[config.mk]
export PLATFORM = sky130hd
export DESIGN_NAME = wb_arb2_wdt
export DESIGN_NICKNAME = d
export VERILOG_FILES = /design/src/rtl/wb_arb2_wdt.sv
export SDC_FILE = /design/constraint.sdc
export NUM_CORES = 1
export LEC_CHECK = 0
export ABC_AREA = 1
export CAP_MARGIN = 20
export CORE_AREA = 2 2 130 132
export CTS_CLUSTER_DIAMETER = 150
export DETAILED_ROUTE_END_ITERATION = 12
export DIE_AREA = 0 0 132 134
export PLACE_DENSITY = 0.63
export SYNTH_ARGS = -nofsm -noshare
export SYNTH_HDL_FRONTEND = slang
export SYNTH_SLANG_ARGS = --single-unit
[constraint.sdc]
create_clock -name wb_clk_i -period 2.65 [get_ports wb_clk_i]
set_input_delay 0.265 -clock wb_clk_i [delete_from_list [all_inputs] [get_ports wb_clk_i]]
set_output_delay 0.265 -clock wb_clk_i [all_outputs]
set_load 0.01 [all_outputs]
[src/rtl/wb_arb2_wdt.sv]
// rtl/wb_arb2_wdt.sv - Two-master Wishbone classic arbiter with round-robin grant and bus watchdog
module wb_arb2_wdt #(
    parameter int DW      = 32,
    parameter int AW      = 32,
    parameter int TIMEOUT = 255
) (
    input  logic            wb_clk_i,
    input  logic            wb_rst_n_i,

    input  logic            m0_cyc_i,
    input  logic            m0_stb_i,
    input  logic            m0_we_i,
    input  logic [AW-1:0]   m0_adr_i,
    input  logic [DW-1:0]   m0_dat_i,
    input  logic [DW/8-1:0] m0_sel_i,
    input  logic [2:0]      m0_cti_i,
    input  logic [1:0]      m0_bte_i,
    output logic [DW-1:0]   m0_dat_o,
    output logic            m0_ack_o,
    output logic            m0_err_o,
    output logic            m0_rty_o,

    input  logic            m1_cyc_i,
    input  logic            m1_stb_i,
    input  logic            m1_we_i,
    input  logic [AW-1:0]   m1_adr_i,
    input  logic [DW-1:0]   m1_dat_i,
    input  logic [DW/8-1:0] m1_sel_i,
    input  logic [2:0]      m1_cti_i,
    input  logic [1:0]      m1_bte_i,
    output logic [DW-1:0]   m1_dat_o,
    output logic            m1_ack_o,
    output logic            m1_err_o,
    output logic            m1_rty_o,

    output logic            s_cyc_o,
    output logic            s_stb_o,
    output logic            s_we_o,
    output logic [AW-1:0]   s_adr_o,
    output logic [DW-1:0]   s_dat_o,
    output logic [DW/8-1:0] s_sel_o,
    output logic [2:0]      s_cti_o,
    output logic [1:0]      s_bte_o,
    input  logic [DW-1:0]   s_dat_i,
    input  logic            s_ack_i,
    input  logic            s_err_i,
    input  logic            s_rty_i,

    output logic [1:0]      grant_o,
    output logic            bus_err_o
);

    localparam bit WDT_EN = (TIMEOUT > 0);
    localparam int WDT_W  = (TIMEOUT > 0) ? $clog2(TIMEOUT + 1) : 1;
    localparam logic [WDT_W-1:0] WDT_LAST = (TIMEOUT > 0) ? WDT_W'(TIMEOUT - 1) : '0;

    typedef enum logic [1:0] {
        IDLE = 2'd0,
        GNT0 = 2'd1,
        GNT1 = 2'd2
    } state_t;

    state_t            state, state_nxt;
    logic              last, last_nxt;
    logic [WDT_W-1:0]  wdt, wdt_nxt;
    logic              bus_err_q;

    logic              g0, g1;
    logic              gcyc, gstb;
    logic              term, expire;

    assign g0 = (state == GNT0);
    assign g1 = (state == GNT1);

    // Request mux: everything toward the slave is zero while idle.
    always_comb begin
        gcyc    = 1'b0;
        gstb    = 1'b0;
        s_we_o  = 1'b0;
        s_adr_o = '0;
        s_dat_o = '0;
        s_sel_o = '0;
        s_cti_o = '0;
        s_bte_o = '0;
        if (g0) begin
            gcyc    = m0_cyc_i;
            gstb    = m0_stb_i;
            s_we_o  = m0_we_i;
            s_adr_o = m0_adr_i;
            s_dat_o = m0_dat_i;
            s_sel_o = m0_sel_i;
            s_cti_o = m0_cti_i;
            s_bte_o = m0_bte_i;
        end else if (g1) begin
            gcyc    = m1_cyc_i;
            gstb    = m1_stb_i;
            s_we_o  = m1_we_i;
            s_adr_o = m1_adr_i;
            s_dat_o = m1_dat_i;
            s_sel_o = m1_sel_i;
            s_cti_o = m1_cti_i;
            s_bte_o = m1_bte_i;
        end
    end

    // A slave termination in the expiry cycle takes priority over the watchdog.
    assign term   = s_ack_i | s_err_i | s_rty_i;
    assign expire = WDT_EN && (g0 || g1) && gstb && !term && (wdt == WDT_LAST);

    assign s_cyc_o = gcyc & ~expire;
    assign s_stb_o = gstb & ~expire;

    assign m0_dat_o = g0 ? s_dat_i : '0;
    assign m0_ack_o = g0 & s_ack_i;
    assign m0_err_o = g0 & (s_err_i | expire);
    assign m0_rty_o = g0 & s_rty_i;

    assign m1_dat_o = g1 ? s_dat_i : '0;
    assign m1_ack_o = g1 & s_ack_i;
    assign m1_err_o = g1 & (s_err_i | expire);
    assign m1_rty_o = g1 & s_rty_i;

    assign grant_o   = {g1, g0};
    assign bus_err_o = bus_err_q;

    always_comb begin
        state_nxt = state;
        last_nxt  = last;
        case (state)
            IDLE: begin
                if (m0_cyc_i && m1_cyc_i) begin
                    state_nxt = last ? GNT0 : GNT1;
                end else if (m0_cyc_i) begin
                    state_nxt = GNT0;
                end else if (m1_cyc_i) begin
                    state_nxt = GNT1;
                end
            end
            GNT0: begin
                if (!m0_cyc_i) begin
                    last_nxt  = 1'b0;
                    state_nxt = m1_cyc_i ? GNT1 : IDLE;
                end
            end
            GNT1: begin
                if (!m1_cyc_i) begin
                    last_nxt  = 1'b1;
                    state_nxt = m0_cyc_i ? GNT0 : IDLE;
                end
            end
            default: state_nxt = IDLE;
        endcase
    end

    always_comb begin
        wdt_nxt = '0;
        if (WDT_EN && (g0 || g1) && gstb && !term && !expire) begin
            wdt_nxt = wdt + WDT_W'(1);
        end
    end

    always_ff @(posedge wb_clk_i or negedge wb_rst_n_i) begin
        if (!wb_rst_n_i) begin
            state     <= IDLE;
            last      <= 1'b1;
            wdt       <= '0;
            bus_err_q <= 1'b0;
        end else begin
            state     <= state_nxt;
            last      <= last_nxt;
            wdt       <= wdt_nxt;
            bus_err_q <= expire;
        end
    end

endmodule

==> results.py, run 1 <==
metrics = {
    "run_status": {
        "outcome": "finished clean",
    },
    "pwr": {
        "p_per_area_nw_per_um2": 681,
        "power_mw": 4.12,
        "peakVddDrop_uv": 382,
        "power.leakage_nw": 3.12,
    },
    "timing": {
        "finalMaxSlewViolations": 0,
        "finalHoldWorstSlack_ns": 0.382,
        "fin_crit_ns": 2.50,
        "finalSetupTns_ns": 0,
        "timing.final.crit_share_pct": 94.2,
        "setup_viol": 0,
        "rsz0062_at_grt": "false",
        "fmax_mhz": 401,
        "fin_ws_ns": 0.154,
        "hold_violations": 0,
        "finalClockSkew_ns": 0.00132,
        "tightest_slew_ns": 0.543,
        "max_slew_margin_pct": 63.7,
    },
    "worst_setup_path": {
        "r2r-end": "state[1]$_DFFE_PN0P_",
        "cp-start-kind": "flip-flop",
        "cp_max_fo": 45,
        "cp.arrival_ns": 2.23,
        "cpMostUsedCell": "nand2_1",
        "cp-end-kind": "output pin",
        "crit_chain": "inv_1, ha_4, buf_12, buf_4, nand2_1, nand2_1, clkdlybuf4s50_1",
        "rr_worst_depth": 10,
        "required_ns": 2.38,
        "worst_path_max_delay_cell": "clkdlybuf4s50_1",
        "cpPeakStageDelay_ns": 0.55,
        "reg2reg_slack_ns": 1.05,
        "r2r_start": "state[0]$_DFFE_PN0P_",
        "setup.worst_path.class": "reg -> out",
    },
    "drt": {
        "wl_met2_um": 6840,
        "wl_met1_um": 5390,
        "wl_per_cell_um": 13.2,
        "top_layer_used": "met4",
        "vias": 4022,
        "ant_nets": 0,
        "wl_um": 13600,
        "wl_met3_um": 1250,
        "viasPerCell": 3.89,
        "drc": 0,
        "drtIter0Drc": 190,
        "drtPass1Iterations": 6,
    },
    "clock_network": {
        "clk-insertion-delay-late_ns": 0.24,
        "tritoncts": "done",
        "cts_buffer_depth": 2,
        "clock_sinks": 12,
        "clkTransAtPathRegs_ns": 0.04,
        "cts_hold_buf": 0,
        "h-tree-depth": 1,
        "postCtsSetupBuffers": 0,
        "cts_buffers": 3,
        "cts_resized": 0,
        "cts-root-buf": "clkbuf_16",
    },
    "final_layout": {
        "area_delta_synth_final_pct": 152,
        "diodes": 0,
        "fill_cells": 1776,
        "layout_commonest_cell": "clkdlybuf4s50_1",
        "finalNetCount": 1009,
        "final_cell_mix": "335 x clkdlybuf4s50_1, 246 x nand2_1, 87 x inv_1, 81 x nand3_1, 15 x nor2_1",
        "drive_gt1_share_pct": 2.58,
        "design_area_um2": 6050,
    },
    "global_route": {
        "grt_pass1_wl_um": 20500,
        "grt_antenna_before_repair": 0,
        "grt_usage_pct": 14.2,
        "grt_max_degree": 62,
        "first_global_vias": 3797,
        "grt-ovfl-total": 0,
    },
    "synthesis": {
        "synthTopCellsByArea": "nand2_1 38%, nand3_1 17%, inv_1 14%",
        "synth_cell_types": 19,
        "synth_top_area_cell": "nand2_1",
        "synth_top_family_by_area": "simple AND/OR/NAND/NOR gates",
        "synth_top_cell_area_share_pct": 38.5,
        "seq_area_frac_synth_pct": 12.6,
        "synth-seq-cells": 12,
        "synth.cell_area_um2": 2400,
        "yosys.area_share.simple_pct": 59.2,
        "synth_compound_area_share_pct": 1.98,
        "ys_warn_count": 0,
        "syn_inst": 498,
        "synthAdderAreaFrac_pct": 3.13,
        "synthMuxAreaShare_pct": 0,
        "syn_nets": 693,
        "avgSynthCellArea_um2": 4.82,
        "synthXorXnorAreaFrac_pct": 0.730,
    },
    "floorplan": {
        "initial_core_util_pct": 14.7,
        "die_h_um": 134,
        "dieArea_um2": 17700,
        "rows": 47,
        "io_pins": 338,
        "die_w_um": 132,
        "core_um2": 16300,
    },
    "placed_design": {
        "io_buffer_count": 337,
        "dp_slack_ns": 0.367,
        "dp.final_hpwl_um": 11300,
        "dpl-instance-area_um2": 5960,
        "gp_congestion": 0.749,
    },
    "flow_run": {
        "cap_viol_max_count": 0,
    },
    "worst_hold_path": {
        "hp-class": "in -> async",
    },
}
flip-flops by register name, indices dropped and copies added, names as in the netlist:
signal,flops
bus_err_o,1
state,2
last,1
wdt,8
worst max-delay path, delay by kind of cell (launching register included):
family        cells  cell delay, ns
flops             1            0.43
buf+inv           4            1.18
fa+ha+maj         1            0.20
simple gates      2            0.15
synth_stat cells:
cell type and number:
a21o_1 1, a21oi_1 3, buf_2 18, buf_4 9, buf_6 3, clkbuf_1 4, dfrtp_1 11, dfstp_2 1
ha_1 6, inv_1 87, inv_2 1, nand2_1 246, nand2_2 2, nand3_1 81, nor2_1 15, nor2_2 2
nor2_4 1, o21ai_0 5, xor2_1 2
per-layer routing:
layer	global-route usage [%]	vias up
met5	0	-
met4	1.87	0
met3	3.70	10
met2	26.3	216
met1	16.7	1697
li1	-	2099
layout make-up:
cell class              count  area [µm²]  area share (%)
flip-flops and latches     12         303            5.01
well taps                 220         275            4.55
multi-input cells         364        1590            26.2
repair buffers            345        3480            57.5
inverters                  88         330            5.46
clock buffers               4        78.8            1.30
cells by family (layout without fill, tap and decap cells):
kind of cell | count (synthesis) | in the layout
buffers and inverters | 122 | 437
AO/OA/AOI/OAI | 9 | 9
AND/OR/NAND/NOR | 347 | 347
XOR/XNOR | 2 | 2
adder cells (fa/ha/maj) | 6 | 6
flip-flops | 12 | 12
stage by stage:
step           cells  util, %
2_1_floorplan    498        -
3_3_place_gp    1029     36.6
3_5_place_dp    1029     36.6
4_1_cts         1033     37.1
5_1_grt         1033     37.1
6_report        1033     37.1
how the worst max path moves through the flow:
stage	startpoint	to	slack (ns)	cells past startpoint
floorplan	state[0]$_DFFE_PN0P_	m0_err_o	1.06	8
global placement	state[0]$_DFFE_PN0P_	m1_err_o	0.35	9
detailed placement	state[0]$_DFFE_PN0P_	m1_err_o	0.37	9
CTS	state[0]$_DFFE_PN0P_	m1_err_o	0.09	9
global route	state[1]$_DFFE_PN0P_	s_cyc_o	0.01	10
finish	state[1]$_DFFE_PN0P_	s_adr_o[13]	0.15	7
power breakdown:
part	internal [mW]	switching [mW]	total (mW)
Combinational	1.85	1.75	3.60
Clock	0.203	0.0805	0.283
Sequential	0.209	0.0232	0.232
Power figures use the tool's default switching activity.
==> run 2: changes to the inputs <==
--- a/config.mk
+++ b/config.mk
@@ -7,11 +7,11 @@
 export LEC_CHECK = 0
 export ABC_AREA = 1
 export CAP_MARGIN = 20
-export CORE_AREA = 2 2 130 132
+export CORE_AREA = 2 2 131 133
 export CTS_CLUSTER_DIAMETER = 150
 export DETAILED_ROUTE_END_ITERATION = 12
-export DIE_AREA = 0 0 132 134
-export PLACE_DENSITY = 0.63
+export DIE_AREA = 0 0 133 135
+export PLACE_DENSITY = 0.62
 export SYNTH_ARGS = -nofsm -noshare
 export SYNTH_HDL_FRONTEND = slang
 export SYNTH_SLANG_ARGS = --single-unit
==> constraint.sdc (replaced) <==
create_clock -name wb_clk_i -period 2.4 [get_ports wb_clk_i]
set_input_delay 0.24 -clock wb_clk_i [delete_from_list [all_inputs] [get_ports wb_clk_i]]
set_output_delay 0.24 -clock wb_clk_i [all_outputs]
set_load 0.01 [all_outputs]
==> run 2 against run 1 <==
  * Critical endpoint is now s_dat_o[19]
  * Clock skew increased by 0.0018 ns
  * Global-route usage decreased by 0.20 points
  * Via count increased by 1.4%
  * Critical path type unchanged
  * Hold slack got worse by 0.027 ns
==> results.py, run 2 (synthesis results as in run 1) <==
metrics = {
    "timing": {
        "tightest_slew_ns": 0.533,
        "timing.final.crit_share_pct": 95.1,
        "fmax_mhz": 438,
        "fin_crit_ns": 2.28,
        "hold_violations": 0,
        "rsz0062_at_grt": "false",
        "finalHoldWorstSlack_ns": 0.355,
        "setup_viol": 0,
        "max_slew_margin_pct": 64.4,
        "finalClockSkew_ns": 0.00310,
        "finalMaxSlewViolations": 0,
        "fin_ws_ns": 0.117,
        "finalSetupTns_ns": 0,
    },
    "pwr": {
        "p_per_area_nw_per_um2": 774,
        "p_int_mw": 2.65,
        "p_switching_mw": 2.10,
        "pwr-share-seq_pct": 5.2,
        "power_mw": 4.75,
        "switching_share_pct": 44.2,
        "peakVddDrop_uv": 331,
        "power.leakage_nw": 3.17,
        "power_frac_comb_pct": 87.8,
        "power_frac_clock_pct": 7.0,
    },
    "clock_network": {
        "cts-root-buf": "clkbuf_16",
        "tritoncts": "done",
        "clk-insertion-delay-late_ns": 0.24,
        "clkTransAtPathRegs_ns": 0.04,
        "cts_buffer_depth": 2,
        "h-tree-depth": 1,
        "clock_sinks": 12,
        "postCtsSetupBuffers": 0,
        "cts_buffers": 3,
    },
    "global_route": {
        "grt-ovfl-total": 0,
        "grt_pass1_wl_um": 20300,
        "grt_max_degree": 49,
        "grt_usage_pct": 14.0,
        "grt_antenna_before_repair": 0,
        "first_global_vias": 3778,
    },
    "worst_setup_path": {
        "cp_max_fo": 41,
        "cp-start-kind": "flip-flop",
        "setup.worst_path.class": "reg -> out",
        "r2r-end": "state[1]$_DFFE_PN0P_",
        "crit_family": "buffers and inverters",
        "reg2reg_slack_ns": 0.85,
        "cp-end-kind": "output pin",
        "required_ns": 2.16,
        "cpPeakStageDelay_ns": 0.55,
        "worst_path_max_delay_cell": "clkdlybuf4s50_1",
        "r2r_start": "state[1]$_DFFE_PN0P_",
        "cp.arrival_ns": 2.04,
        "rr_worst_depth": 10,
        "crit_buf_inv": 3,
        "crit_chain": "ha_4, inv_4, buf_12, nand3_1, nand2_1, clkdlybuf4s50_1",
    },
    "placed_design": {
        "dp_cells": 1033,
        "dpl-instance-area_um2": 6020,
        "gp_congestion": 0.782,
        "io_buffer_count": 337,
        "dp.final_hpwl_um": 11200,
        "dp_slack_ns": 0.191,
    },
    "final_layout": {
        "drive_gt1_share_pct": 3.18,
        "top_register": "wdt",
        "design_area_um2": 6140,
        "final_util_pct": 37.4,
        "top_regs": "wdt (8), state (2)",
        "instances_no_fill": 1037,
        "largest_reg_flops": 8,
        "finalNetCount": 1013,
        "final_cell_mix": "332 x clkdlybuf4s50_1, 246 x nand2_1, 86 x inv_1, 81 x nand3_1, 15 x nor2_1",
        "area_delta_synth_final_pct": 156,
        "diodes": 0,
        "layout_commonest_cell": "clkdlybuf4s50_1",
    },
    "drt": {
        "wl_met1_um": 5650,
        "top_layer_used": "met4",
        "wl_met2_um": 6960,
        "drtIter0Drc": 185,
        "drc": 0,
        "wl_um": 13900,
        "wl_met3_um": 1130,
        "vias": 4078,
        "drtPass1Iterations": 4,
        "ant_nets": 0,
        "viasPerCell": 3.93,
        "wl_per_cell_um": 13.4,
    },
    "run_status": {
        "outcome": "finished clean",
    },
    "floorplan": {
        "rows": 47,
        "dieArea_um2": 18000,
        "die_h_um": 135,
        "initial_core_util_pct": 14.6,
        "die_w_um": 133,
        "io_pins": 338,
        "core_um2": 16400,
    },
    "flow_run": {
        "cap_viol_max_count": 0,
    },
    "worst_hold_path": {
        "hp-class": "in -> async",
    },
}
==> run 2: what timing repair did <==
action	4_1_cts	5_1_grt
gates resized for setup	7	4
gates cloned	1	0
hold buffers	0	0
setup endpoints to repair	9	19
==> run 2: final cells by class <==
| class | instances | area [µm²] |
|---|---|---|
| clock buffer | 4 | 88.8 |
| sequential | 12 | 302 |
| inverter | 88 | 333 |
| tap | 220 | 275 |
| fill | 1699 | 10300 |
| timing repair buffer | 349 | 3560 |
| multi-input combinational | 364 | 1590 |
==> run 2: layer usage <==
| layer | global-route usage [%] | up-vias |
|---|---|---|
| li1 | - | 2111 |
| met1 | 16.9 | 1752 |
| met2 | 25.9 | 205 |
| met3 | 3.19 | 10 |
| met4 | 1.73 | 0 |
| met5 | 0 | - |
==> run 2: worst register-to-register path, stage by stage (launching register included) <==
cell and delay [ns]:
dfrtp_1 0.37, inv_1 0.11, ha_4 0.19, buf_12 0.27, nand2_1 0.09, nand2_1 0.09
inv_1 0.05, nand2_1 0.11, nor2_2 0.06, nand2_1 0.06, nand2_1 0.04
==> run 2: power by group through the flow <==
stage / logic [mW] / clock network [mW] / registers (mW)
2_1_floorplan: 1.82 / 0 / 0.247
3_3_place_gp: 4.15 / 0 / 0.248
3_5_place_dp: 4.14 / 0 / 0.249
4_1_cts: 4.25 / 0.337 / 0.247
5_1_grt: 4.52 / 0.349 / 0.250
6_report: 4.17 / 0.333 / 0.247
==> run 2: worst max-delay path by stage <==
stage,startpoint,end,slack (ns),depth (start not counted)
finish,state[0]$_DFFE_PN0P_,s_dat_o[19],0.12,6
CTS,state[1]$_DFFE_PN0P_,s_dat_o[18],0.05,7
global placement,state[0]$_DFFE_PN0P_,m1_err_o,0.21,9
global route,state[0]$_DFFE_PN0P_,s_dat_o[15],0.03,6
detailed placement,state[0]$_DFFE_PN0P_,m1_err_o,0.19,9
floorplan,state[0]$_DFFE_PN0P_,m0_err_o,0.84,8
==> run 3: changes to the inputs <==
--- a/config.mk
+++ b/config.mk
@@ -11,7 +11,7 @@
 export CTS_CLUSTER_DIAMETER = 150
 export DETAILED_ROUTE_END_ITERATION = 12
 export DIE_AREA = 0 0 133 135
-export PLACE_DENSITY = 0.62
+export RECOVER_POWER = 50
 export SYNTH_ARGS = -nofsm -noshare
 export SYNTH_HDL_FRONTEND = slang
 export SYNTH_SLANG_ARGS = --single-unit
==> constraint.sdc (replaced) <==
create_clock -name wb_clk_i -period 2.3 [get_ports wb_clk_i]
set_input_delay 0.23 -clock wb_clk_i [delete_from_list [all_inputs] [get_ports wb_clk_i]]
set_output_delay 0.23 -clock wb_clk_i [all_outputs]
set_load 0.01 [all_outputs]
==> run 3 against run 2 <==
  * Non-clock buffer count rose by 5
  * Via count rose by 0.51%
  * Register-to-register slack got worse by 0.21 ns
  * Critical path depth did not move
  * Largest power group unchanged
  * Clock skew barely moved
  * Die area did not move
  * Final area rose by 2.0%
  * Power rose by 8.0%
  * Critical path type unchanged
  * Combinational power rose by 8.6%
  * Clock power rose by 6.0%
==> results.py, run 3 (synthesis results as in run 1) <==
metrics = {
    "worst_setup_path": {
        "setup.worst_path.class": "reg -> out",
        "cpPeakStageDelay_ns": 0.55,
        "cpMostUsedCell": "nand2_1",
        "rr_worst_depth": 11,
        "crit_family": "buffers and inverters",
        "worst_path_max_delay_cell": "clkdlybuf4s50_1",
        "cp_max_fo": 32,
        "cp.arrival_ns": 1.97,
        "crit_chain": "inv_1, ha_4, clkbuf_16, nand2_1, nand2_1, clkdlybuf4s50_1",
        "crit_buf_inv": 3,
        "cp-start-kind": "flip-flop",
        "cp-end-kind": "output pin",
        "cp.depth": 6,
        "required_ns": 2.07,
    },
    "clock_network": {
        "clkTransAtPathRegs_ns": 0.05,
        "h-tree-depth": 1,
        "tritoncts": "done",
        "clock_sinks": 12,
        "cts_buffers": 3,
        "clk-insertion-delay-late_ns": 0.24,
        "cts-root-buf": "clkbuf_16",
        "cts_buffer_depth": 2,
    },
    "pwr": {
        "power_frac_comb_pct": 88.1,
        "pwr-share-seq_pct": 5.0,
        "power.leakage_nw": 3.29,
        "peakVddDrop_uv": 471,
        "p_int_mw": 2.87,
        "p_per_area_nw_per_um2": 820,
        "power_mw": 5.14,
        "power_frac_clock_pct": 6.9,
        "p_switching_mw": 2.27,
        "switching_share_pct": 44.1,
    },
    "final_layout": {
        "finalNetCount": 1018,
        "largest_reg_flops": 8,
        "final_cell_mix": "326 x clkdlybuf4s50_1, 246 x nand2_1, 86 x inv_1, 81 x nand3_1, 15 x nor2_1",
        "diodes": 0,
        "fill_cells": 1726,
        "drive_gt1_share_pct": 3.77,
        "design_area_um2": 6260,
        "top_regs": "wdt (8), state (2)",
        "area_delta_synth_final_pct": 161,
        "top_register": "wdt",
        "layout_commonest_cell": "clkdlybuf4s50_1",
    },
    "run_status": {
        "outcome": "finished clean",
    },
    "placed_design": {
        "dp.final_hpwl_um": 10800,
        "io_buffer_count": 337,
        "gp_congestion": 0.754,
        "dpl-instance-area_um2": 6000,
    },
    "worst_hold_path": {
        "hp-class": "in -> async",
    },
    "timing": {
        "max_slew_margin_pct": 62.6,
        "timing.final.crit_share_pct": 95.9,
        "setup_viol": 0,
        "fmax_mhz": 454,
        "hold_violations": 0,
        "tightest_slew_ns": 0.559,
        "finalClockSkew_ns": 0.00333,
        "finalHoldWorstSlack_ns": 0.421,
        "fin_crit_ns": 2.20,
        "rsz0062_at_grt": "true",
        "finalMaxSlewViolations": 0,
    },
    "global_route": {
        "first_global_vias": 3787,
        "grt_max_degree": 71,
        "grt_usage_pct": 13.5,
        "grt_pass1_wl_um": 19900,
        "grt-ovfl-total": 0,
        "grt_antenna_before_repair": 0,
    },
    "floorplan": {
        "initial_core_util_pct": 14.6,
        "dieArea_um2": 18000,
        "io_pins": 338,
        "die_w_um": 133,
        "rows": 47,
        "die_h_um": 135,
        "core_um2": 16400,
    },
    "drt": {
        "wl_per_cell_um": 13.8,
        "wl_um": 14400,
        "ant_nets": 0,
        "vias": 4099,
        "drc": 0,
        "drtPass1Iterations": 4,
        "drtIter0Drc": 120,
        "viasPerCell": 3.93,
    },
    "flow_run": {
        "cap_viol_max_count": 0,
    },
}
run 3: area by class of cell:
cell class / instances / area (µm²) / area share [%]
timing repair buffer: 354 / 3680 / 58.7
multi-input combinational: 364 / 1590 / 25.3
inverter: 88 / 335 / 5.35
sequential: 12 / 302 / 4.81
tap: 220 / 275 / 4.39
clock buffer: 4 / 88.8 / 1.42
run 3: worst paths after layout:
kind,to,from,slack [ns]
hold / removal,bus_err_o$_DFF_PN0_,wb_rst_n_i,0.42
min in group wb_clk_i,last$_DFFE_PN1P_,last$_DFFE_PN1P_,0.48
setup reg to reg,state[1]$_DFFE_PN0P_,state[1]$_DFFE_PN0P_,0.64
hold reg to reg,last$_DFFE_PN1P_,last$_DFFE_PN1P_,0.48
max in group asynchronous,last$_DFFE_PN1P_,wb_rst_n_i,1.50
setup / recovery,s_dat_o[10],state[1]$_DFFE_PN0P_,0.1
run 3: timing repair:
item                                    CTS  global route
hold buffers                              0             0
gates cloned                              0             5
gates resized for setup                   4            11
endpoints found under the setup margin   14            81
pin swaps                                 0             1
setup buffers                             1             2
run 3: power groups by stage:
stage / clock network [mW] / registers [mW] / logic [mW]
finish: 0.353 / 0.256 / 4.53
detailed placement: 0 / 0.260 / 4.25
floorplan: 0 / 0.258 / 1.90
CTS: 0.361 / 0.255 / 4.26
global route: 0.374 / 0.260 / 4.92
global placement: 0 / 0.259 / 4.27
run 3: through the flow:
step	util [%]	instances	setup TNS, ns	setup WS, ns
5_1_grt	38.2	1042	-0.0144	-0.00515
4_1_cts	37.1	1035	0	0.00472
2_1_floorplan	-	498	0	0.750
3_5_place_dp	36.6	1030	0	0.119
3_3_place_gp	36.6	1030	0	0.130
6_report	38.2	1042	0	0.0952
run 3: metal layers:
metal	track usage (%)	wire, µm	vias to the layer above
met4	1.85	98	0
met5	0	0	-
met3	3.87	1370	8
li1	-	-	2121
met2	24.4	7280	227
met1	16.3	5640	1743
